File: config.mk
export PLATFORM = sky130hd
export DESIGN_NAME = cache_wb_drain_flat
export DESIGN_NICKNAME = d
export VERILOG_FILES = /design/src/rtl/cache_wb_drain_if.sv /design/src/rtl/cache_wb_drain.sv /design/src/flat_wrapper.sv
export SDC_FILE = /design/constraint.sdc
export NUM_CORES = 1
export LEC_CHECK = 0
export CAP_MARGIN = 5
export CORE_MARGIN = 2
export CORE_UTILIZATION = 22
export CTS_BUF_LIST = sky130_fd_sc_hd__clkbuf_8
export CTS_CLUSTER_DIAMETER = 100
export DETAILED_ROUTE_END_ITERATION = 12
export GPL_ROUTABILITY_DRIVEN = 0
export HOLD_SLACK_MARGIN = 0.1
export MAX_ROUTING_LAYER = met4
export PLACE_DENSITY = 0.78
export RECOVER_POWER = 25
export SYNTH_ARGS = -nofsm -noshare
export SYNTH_HDL_FRONTEND = slang
export SYNTH_SLANG_ARGS = --single-unit
File: constraint.sdc
create_clock -name clk -period 1.8 [get_ports clk]
set_clock_uncertainty 0.1 [all_clocks]
set_input_delay 0.27 -clock clk [delete_from_list [all_inputs] [get_ports clk]]
set_output_delay 0.27 -clock clk [all_outputs]
set_load 0.02 [all_outputs]
File: src/rtl/cache_wb_drain_if.sv
// cache_wb_drain_if
//   Bundles the two buses of the write-buffer drain engine:
//   - FIFO side : fifo_read_data, fifo_empty, fifo_data_num (to drain), fifo_read (from drain)
//   - memory side: mem_req, mem_len, mem_wvalid, mem_waddr, mem_wdata, mem_wlast (from drain),
//                  mem_gnt, mem_wready, mem_done (to drain)
//   modport master : the drain engine
//   modport slave  : the environment (FIFO + memory arbiter)
interface cache_wb_drain_if #(
    parameter int ADDR_WIDTH = 32,
    parameter int DATA_WIDTH = 32,
    parameter int FIFO_DEPTH = 16,
    parameter int BURST_MAX  = 4
);
    localparam int NUM_W = $clog2(FIFO_DEPTH) + 1;
    localparam int LEN_W = $clog2(BURST_MAX) + 1;

    logic [ADDR_WIDTH+DATA_WIDTH-1:0] fifo_read_data;
    logic                             fifo_empty;
    logic [NUM_W-1:0]                 fifo_data_num;
    logic                             fifo_read;

    logic                             mem_req;
    logic [LEN_W-1:0]                 mem_len;
    logic                             mem_gnt;
    logic                             mem_wvalid;
    logic [ADDR_WIDTH-1:0]            mem_waddr;
    logic [DATA_WIDTH-1:0]            mem_wdata;
    logic                             mem_wlast;
    logic                             mem_wready;
    logic                             mem_done;

    modport master (
        input  fifo_read_data, fifo_empty, fifo_data_num,
        input  mem_gnt, mem_wready, mem_done,
        output fifo_read,
        output mem_req, mem_len, mem_wvalid, mem_waddr, mem_wdata, mem_wlast
    );

    modport slave (
        output fifo_read_data, fifo_empty, fifo_data_num,
        output mem_gnt, mem_wready, mem_done,
        input  fifo_read,
        input  mem_req, mem_len, mem_wvalid, mem_waddr, mem_wdata, mem_wlast
    );
endinterface

File: src/rtl/cache_wb_drain.sv
// cache_wb_drain
//   Consumer end of the cache write-buffer FIFO. Pops {addr, data} entries from a
//   first-word-fall-through FIFO and issues them to memory as granted bursts of up to
//   BURST_MAX beats, each closed by a mem_done pulse.
//
//   Ports:
//     clk, rst_n  clock, asynchronous active-low reset
//     soft_rst    synchronous clear (FSM to IDLE, counters cleared)
//     flush       level; allows partial bursts so everything drains
//     bus         cache_wb_drain_if.master (FIFO pop side + memory burst side)
//     busy        FSM not in IDLE
//     idle        FSM in IDLE and FIFO empty
//
//   Optional feature: define CACHE_WB_DRAIN_TIMEOUT_EN to force a partial burst after
//   TIMEOUT idle cycles with a non-empty FIFO and no other start condition.
module cache_wb_drain #(
    parameter int ADDR_WIDTH = 32,
    parameter int DATA_WIDTH = 32,
    parameter int FIFO_DEPTH = 16,
    parameter int BURST_MAX  = 4,
    parameter int TIMEOUT    = 64
) (
    input  logic             clk,
    input  logic             rst_n,
    input  logic             soft_rst,
    input  logic             flush,
    cache_wb_drain_if.master bus,
    output logic             busy,
    output logic             idle
);
    localparam int NUM_W = $clog2(FIFO_DEPTH) + 1;
    localparam int LEN_W = $clog2(BURST_MAX) + 1;

    typedef enum logic [1:0] {S_IDLE, S_REQ, S_DATA, S_WAIT_DONE} state_t;

    state_t           state_q, state_d;
    logic [LEN_W-1:0] len_q, len_d;
    logic [LEN_W-1:0] beat_q, beat_d;
    logic [LEN_W-1:0] start_len;
    logic             full_start, flush_start, tmo_start, start, last_beat;

    // min(occupancy, BURST_MAX) compared at occupancy width; also covers the timeout
    // case, which only fires while occupancy is below BURST_MAX.
    assign start_len   = (bus.fifo_data_num >= NUM_W'(BURST_MAX)) ? LEN_W'(BURST_MAX)
                                                                   : LEN_W'(bus.fifo_data_num);
    assign full_start  = bus.fifo_data_num >= NUM_W'(BURST_MAX);
    assign flush_start = flush && !bus.fifo_empty;
    assign start       = full_start || flush_start || tmo_start;
    assign last_beat   = beat_q == (len_q - LEN_W'(1));

`ifdef CACHE_WB_DRAIN_TIMEOUT_EN
    localparam int TMO_W = $clog2(TIMEOUT + 1);
    logic [TMO_W-1:0] tmo_q, tmo_d;

    assign tmo_start = (state_q == S_IDLE) && !bus.fifo_empty && (tmo_q == TMO_W'(TIMEOUT));
    // Counts only idle, non-empty cycles that are not already starting a burst;
    // anything else (start, empty, busy) holds it at zero.
    assign tmo_d = ((state_q == S_IDLE) && !bus.fifo_empty && !full_start && !flush_start && !tmo_start)
                   ? tmo_q + TMO_W'(1) : '0;

    always_ff @(posedge clk or negedge rst_n) begin
        if (!rst_n)        tmo_q <= '0;
        else if (soft_rst) tmo_q <= '0;
        else               tmo_q <= tmo_d;
    end
`else
    // Without the timeout feature a partial burst never starts on its own.
    assign tmo_start = (TIMEOUT < 0);
`endif

    // State register
    always_ff @(posedge clk or negedge rst_n) begin
        if (!rst_n) begin
            state_q <= S_IDLE;
            len_q   <= '0;
            beat_q  <= '0;
        end else if (soft_rst) begin
            state_q <= S_IDLE;
            len_q   <= '0;
            beat_q  <= '0;
        end else begin
            state_q <= state_d;
            len_q   <= len_d;
            beat_q  <= beat_d;
        end
    end

    // Next-state logic
    always_comb begin
        state_d = state_q;
        len_d   = len_q;
        beat_d  = beat_q;
        case (state_q)
            S_IDLE: begin
                if (start) begin
                    len_d   = start_len;
                    state_d = S_REQ;
                end
            end
            S_REQ: begin
                if (bus.mem_gnt) begin
                    beat_d  = '0;
                    state_d = S_DATA;
                end
            end
            S_DATA: begin
                if (bus.mem_wready) begin
                    beat_d = beat_q + LEN_W'(1);
                    if (last_beat) state_d = S_WAIT_DONE;
                end
            end
            S_WAIT_DONE: begin
                // mem_done is only honoured here; pulses in other states are ignored.
                if (bus.mem_done) state_d = S_IDLE;
            end
            default: state_d = S_IDLE;
        endcase
    end

    // Outputs: all driven from state, so soft_rst takes effect the cycle after it is seen.
    always_comb begin
        bus.fifo_read  = 1'b0;
        bus.mem_req    = 1'b0;
        bus.mem_len    = '0;
        bus.mem_wvalid = 1'b0;
        bus.mem_waddr  = '0;
        bus.mem_wdata  = '0;
        bus.mem_wlast  = 1'b0;
        case (state_q)
            S_REQ: begin
                bus.mem_req = 1'b1;
                bus.mem_len = len_q;
            end
            S_DATA: begin
                bus.mem_wvalid = 1'b1;
                bus.mem_waddr  = bus.fifo_read_data[ADDR_WIDTH+DATA_WIDTH-1:DATA_WIDTH];
                bus.mem_wdata  = bus.fifo_read_data[DATA_WIDTH-1:0];
                bus.mem_wlast  = last_beat;
                // Safe without checking fifo_empty: len never exceeds occupancy at latch.
                bus.fifo_read  = bus.mem_wready;
            end
            default: ;
        endcase
    end

    assign busy = state_q != S_IDLE;
    assign idle = (state_q == S_IDLE) && bus.fifo_empty;
endmodule
File: src/flat_wrapper.sv
// flat-port wrapper written by rule: the top's interface ports become plain ports
module cache_wb_drain_flat 
#(
    parameter int ADDR_WIDTH = 32,
    parameter int DATA_WIDTH = 32,
    parameter int FIFO_DEPTH = 16,
    parameter int BURST_MAX  = 4,
    parameter int TIMEOUT    = 64
)
  (clk, rst_n, soft_rst, flush, busy, idle, bus_fifo_read_data, bus_fifo_empty, bus_fifo_data_num, bus_mem_gnt, bus_mem_wready, bus_mem_done, bus_fifo_read, bus_mem_req, bus_mem_len, bus_mem_wvalid, bus_mem_waddr, bus_mem_wdata, bus_mem_wlast);
  cache_wb_drain_if #(.ADDR_WIDTH(ADDR_WIDTH), .DATA_WIDTH(DATA_WIDTH), .FIFO_DEPTH(FIFO_DEPTH), .BURST_MAX(BURST_MAX)) bus_i ();
  input  logic clk;
  input  logic rst_n;
  input  logic soft_rst;
  input  logic flush;
  output logic busy;
  output logic idle;
  input wire logic [$bits(bus_i.fifo_read_data)-1:0] bus_fifo_read_data;
  input wire logic [$bits(bus_i.fifo_empty)-1:0] bus_fifo_empty;
  input wire logic [$bits(bus_i.fifo_data_num)-1:0] bus_fifo_data_num;
  input wire logic [$bits(bus_i.mem_gnt)-1:0] bus_mem_gnt;
  input wire logic [$bits(bus_i.mem_wready)-1:0] bus_mem_wready;
  input wire logic [$bits(bus_i.mem_done)-1:0] bus_mem_done;
  output wire logic [$bits(bus_i.fifo_read)-1:0] bus_fifo_read;
  output wire logic [$bits(bus_i.mem_req)-1:0] bus_mem_req;
  output wire logic [$bits(bus_i.mem_len)-1:0] bus_mem_len;
  output wire logic [$bits(bus_i.mem_wvalid)-1:0] bus_mem_wvalid;
  output wire logic [$bits(bus_i.mem_waddr)-1:0] bus_mem_waddr;
  output wire logic [$bits(bus_i.mem_wdata)-1:0] bus_mem_wdata;
  output wire logic [$bits(bus_i.mem_wlast)-1:0] bus_mem_wlast;
  assign bus_i.fifo_read_data = bus_fifo_read_data;
  assign bus_i.fifo_empty = bus_fifo_empty;
  assign bus_i.fifo_data_num = bus_fifo_data_num;
  assign bus_i.mem_gnt = bus_mem_gnt;
  assign bus_i.mem_wready = bus_mem_wready;
  assign bus_i.mem_done = bus_mem_done;
  assign bus_fifo_read = bus_i.fifo_read;
  assign bus_mem_req = bus_i.mem_req;
  assign bus_mem_len = bus_i.mem_len;
  assign bus_mem_wvalid = bus_i.mem_wvalid;
  assign bus_mem_waddr = bus_i.mem_waddr;
  assign bus_mem_wdata = bus_i.mem_wdata;
  assign bus_mem_wlast = bus_i.mem_wlast;
  cache_wb_drain #(.ADDR_WIDTH(ADDR_WIDTH), .DATA_WIDTH(DATA_WIDTH), .FIFO_DEPTH(FIFO_DEPTH), .BURST_MAX(BURST_MAX), .TIMEOUT(TIMEOUT)) u_core (.clk(clk), .rst_n(rst_n), .soft_rst(soft_rst), .flush(flush), .bus(bus_i), .busy(busy), .idle(idle));
endmodule
==> flow_summary.ini, run 1 <==
[sta]
tightest_slew_ns = 0.3762
final_max_slew_viol_count = 0
period_share = 1.016
rsz0062_at_grt = yes
fmax_mhz = 547.1
hold_viol_final = 0
slew_headroom = 0.7484
finalCriticalPeriod_ns = 1.828
whs_ns = 0.2947
setup_viol = 16
fin_ws_ns = -0.02792

[synth]
synth.top_cell.area_share = 0.4068
yosys-top-cells-area = and2_1 (41%), dfrtp_1 (19%), ha_1 (8.3%), xor2_2 (3.1%), clkbuf_1 (2.5%)
synth_top_area_cell = and2_1
ys_ff_latch = 8
synth_nets = 223
synth_area_sq_mm = 0.001061
synth.avg_cell_area_sq_um = 7.633
yosysWarnings = 0
synth_seq_area_share = 0.1887
ys_types = 28
synth_cells = 139

[die]
start_util = 0.2261
row_count = 25
dieArea_sq_mm = 0.005394
fp.dieH_microns = 73.45
fp.dieW_microns = 73.45
core_sq_mm = 0.004692
io_pins = 150

[route]
via_count = 1515
post_drt_wl_per_cell_microns = 13.99
drt-total-wl_mm = 4.994
drtPass1Iterations = 4
via_per_inst = 4.244
ant_nets = 0
drc_errors = 0
drtIter0Drc = 29

[power_and_ir_drop]
power_switching_uw = 1132
p_leak_uw = 0.001341
power_frac_seq = 0.098
comb_power_share = 0.815
p_sw_frac = 0.4602
internal_power_uw = 1327
vdd_drop_max_mv = 0.4120
p_clk_frac = 0.087
pwr_density_cell_mw_per_mm2 = 924.4

[grt]
grt_pass1_vias = 1491
grt_max_degree = 18
grt_pass1_wl_mm = 7.148
grt_overflow_total = 0
grt_antenna_before_repair = 0
track_usage = 0.1757

[setup_path]
r2r-end = u_core.state_q[1]$_DFFE_PN0P_
r2r_start = u_core.len_q[1]$_DFFE_PN0P_
arrival_ns = 1.46
cp-start-kind = flip-flop
rr_worst_depth = 7
cp_top_family = buffers and inverters
r2r_setup_slack_ns = 0.05
slowest_delay_ns = 0.42
cp_max_fo = 16
endpoint_kind = output port
crit_path_top_delay_cell = dfrtp_1
worst-path-stages = 4
crit_buf_inv = 2
worstPathRequired_ns = 1.43
crit_chain = ha_4 > bufbuf_16 > and2_1 > buf_4
path_class = flip-flop to output port

[placed_design]
placed_area_sq_mm = 0.002768
portBuffers = 149
dp_slack_ns = -0.3042
numPlacedInstances = 352
place_hpwl_mm = 4.135

[clocking]
clock_path_buffers = 2
clk_latency_ns = 0.23
numCtsBuffers = 3
clockRootBuffer = clkbuf_8
cts_tree = built
htree_levels = 1
cts.clk_slew.worst_paths_ns = 0.04
cts_sinks = 8

[final_layout]
post_route_cells_drive_above_1_share = 0.3762
final_cell_mix = clkdlybuf4s50_1 (75), and2_1 (60), buf_2 (45)
areaGrowthSynthToFinish_pct = 150.7
design_area_sq_mm = 0.002660
antenna_cells = 0
utilization = 0.5669
nets = 389
layout.cells.most_common = clkdlybuf4s50_1
layout.cells.non_filler = 357

[hold_path]
hp-class = primary input to async pin

[run_status]
failed_checks = setup timing
status = finished with violations

[run]
max_cap_violations = 0
## final cells by class
cell class / count / area [sq um]
clock buffer: 3 / 41.29
timing repair buffer: 169 / 1441
inverter: 7 / 26.28
multi-input combinational: 116 / 883.3
fill: 450 / 2032
tap: 54 / 67.56
sequential: 8 / 200.2
## cell usage after synthesis
cell and n:
a2111o_1 1, a21oi_1 5, a221oi_2 1, a22oi_1 1, and2_1 69, and4b_1 1
buf_2 1, clkbuf_1 7, dfrtp_1 8, ha_1 7, inv_1 7, mux2i_1 1
nand2_1 7, nand2b_1 3, nand3_1 1, nand3_2 1, nand4_1 3, nand4b_1 1
nor2_1 3, nor2b_1 2, nor3_1 1, o211a_1 1, o211ai_1 1, o21ai_0 1
o21ai_1 1, or3_1 1, xnor3_1 1, xor2_2 2
## routing by layer
| metal | routed length [microns] | up-vias | global-route usage |
|---|---|---|---|
| met3 | 363 | 4 | 0.04390 |
| met5 | 0 | - | - |
| met2 | 2553 | 65 | 0.2917 |
| met4 | 37 | 0 | 0.03636 |
| met1 | 2040 | 676 | 0.2158 |
| li1 | - | 770 | - |
## worst reg2reg max path: cells and delay by family, from the launching register on
family	cells	cell delay [ns]
muxes	1	0.21
adders and majority gates	1	0.26
xor gates and xnor gates	1	0.14
and+or+nand+nor	1	0.12
buffers and inverters	2	0.21
DFF	1	0.36
AOI/OAI and AO/OA	1	0.30
## logic make-up (layout without fill, tap and decap cells)
group | after synthesis | count (layout) | synth area share
AO/OA/AOI/OAI | 12 | 12 | 0.08136
XOR/XNOR | 3 | 3 | 0.05188
adder cells (fa/ha/maj) | 7 | 7 | 0.08254
buffers and inverters | 15 | 179 | 0.05425
flip-flops | 8 | 8 | 0.1887
multiplexers | 1 | 1 | 0.009434
AND/OR/NAND/NOR | 93 | 93 | 0.5318
## metrics by stage
step / total power, uW / setup TNS [ns]
after floorplan: 1271 / 0
final: 2459 / -0.3004
after global placement: 2296 / -8.275
after detailed placement: 2318 / -9.434
after CTS: 2465 / -0.5225
after global routing: 2625 / -1.090
## worst max path at each step
stage,slack [ns],to,startpoint
6_report,-0.03,bus_mem_waddr[10],u_core.state_q[1]$_DFFE_PN0P_
5_1_grt,-0.06,bus_mem_waddr[8],u_core.state_q[1]$_DFFE_PN0P_
4_1_cts,-0.04,bus_mem_wdata[14],u_core.state_q[1]$_DFFE_PN0P_
3_5_place_dp,-0.30,bus_mem_wlast,u_core.len_q[0]$_DFFE_PN0P_
3_3_place_gp,-0.26,bus_mem_wlast,u_core.len_q[0]$_DFFE_PN0P_
2_1_floorplan,0.02,u_core.state_q[1]$_DFFE_PN0P_,u_core.len_q[0]$_DFFE_PN0P_
## power by group through the flow
stage	logic, uW	clock network [uW]	registers (uW)
6_report	2000	214	241
5_1_grt	2150	229	243
4_1_cts	2000	220	241
3_5_place_dp	2080	0	243
3_3_place_gp	2050	0	241
2_1_floorplan	1030	0	242
## flip-flops by register name, summed over array words and instances (netlist names)
name / count
u_core.beat_q: 3
u_core.len_q: 3
u_core.state_q: 2
## what timing repair did
| item | CTS | global route |
|---|---|---|
| setup buffers | 2 | 0 |
| hold buffers | 0 | 0 |
| endpoints found under the setup margin | 75 | 43 |
| gates cloned | 1 | 0 |
| gates resized for setup | 270 | 36 |
| pin swaps | 7 | 0 |
(Power assumes the default switching activity.)
==> run 2: changes to the inputs <==
Settings changed: ABC_CLOCK_PERIOD_IN_PS set to 1800.
==> results of run 2 <==
The final DEF is identical to that of run 1; final timing and power are the same.
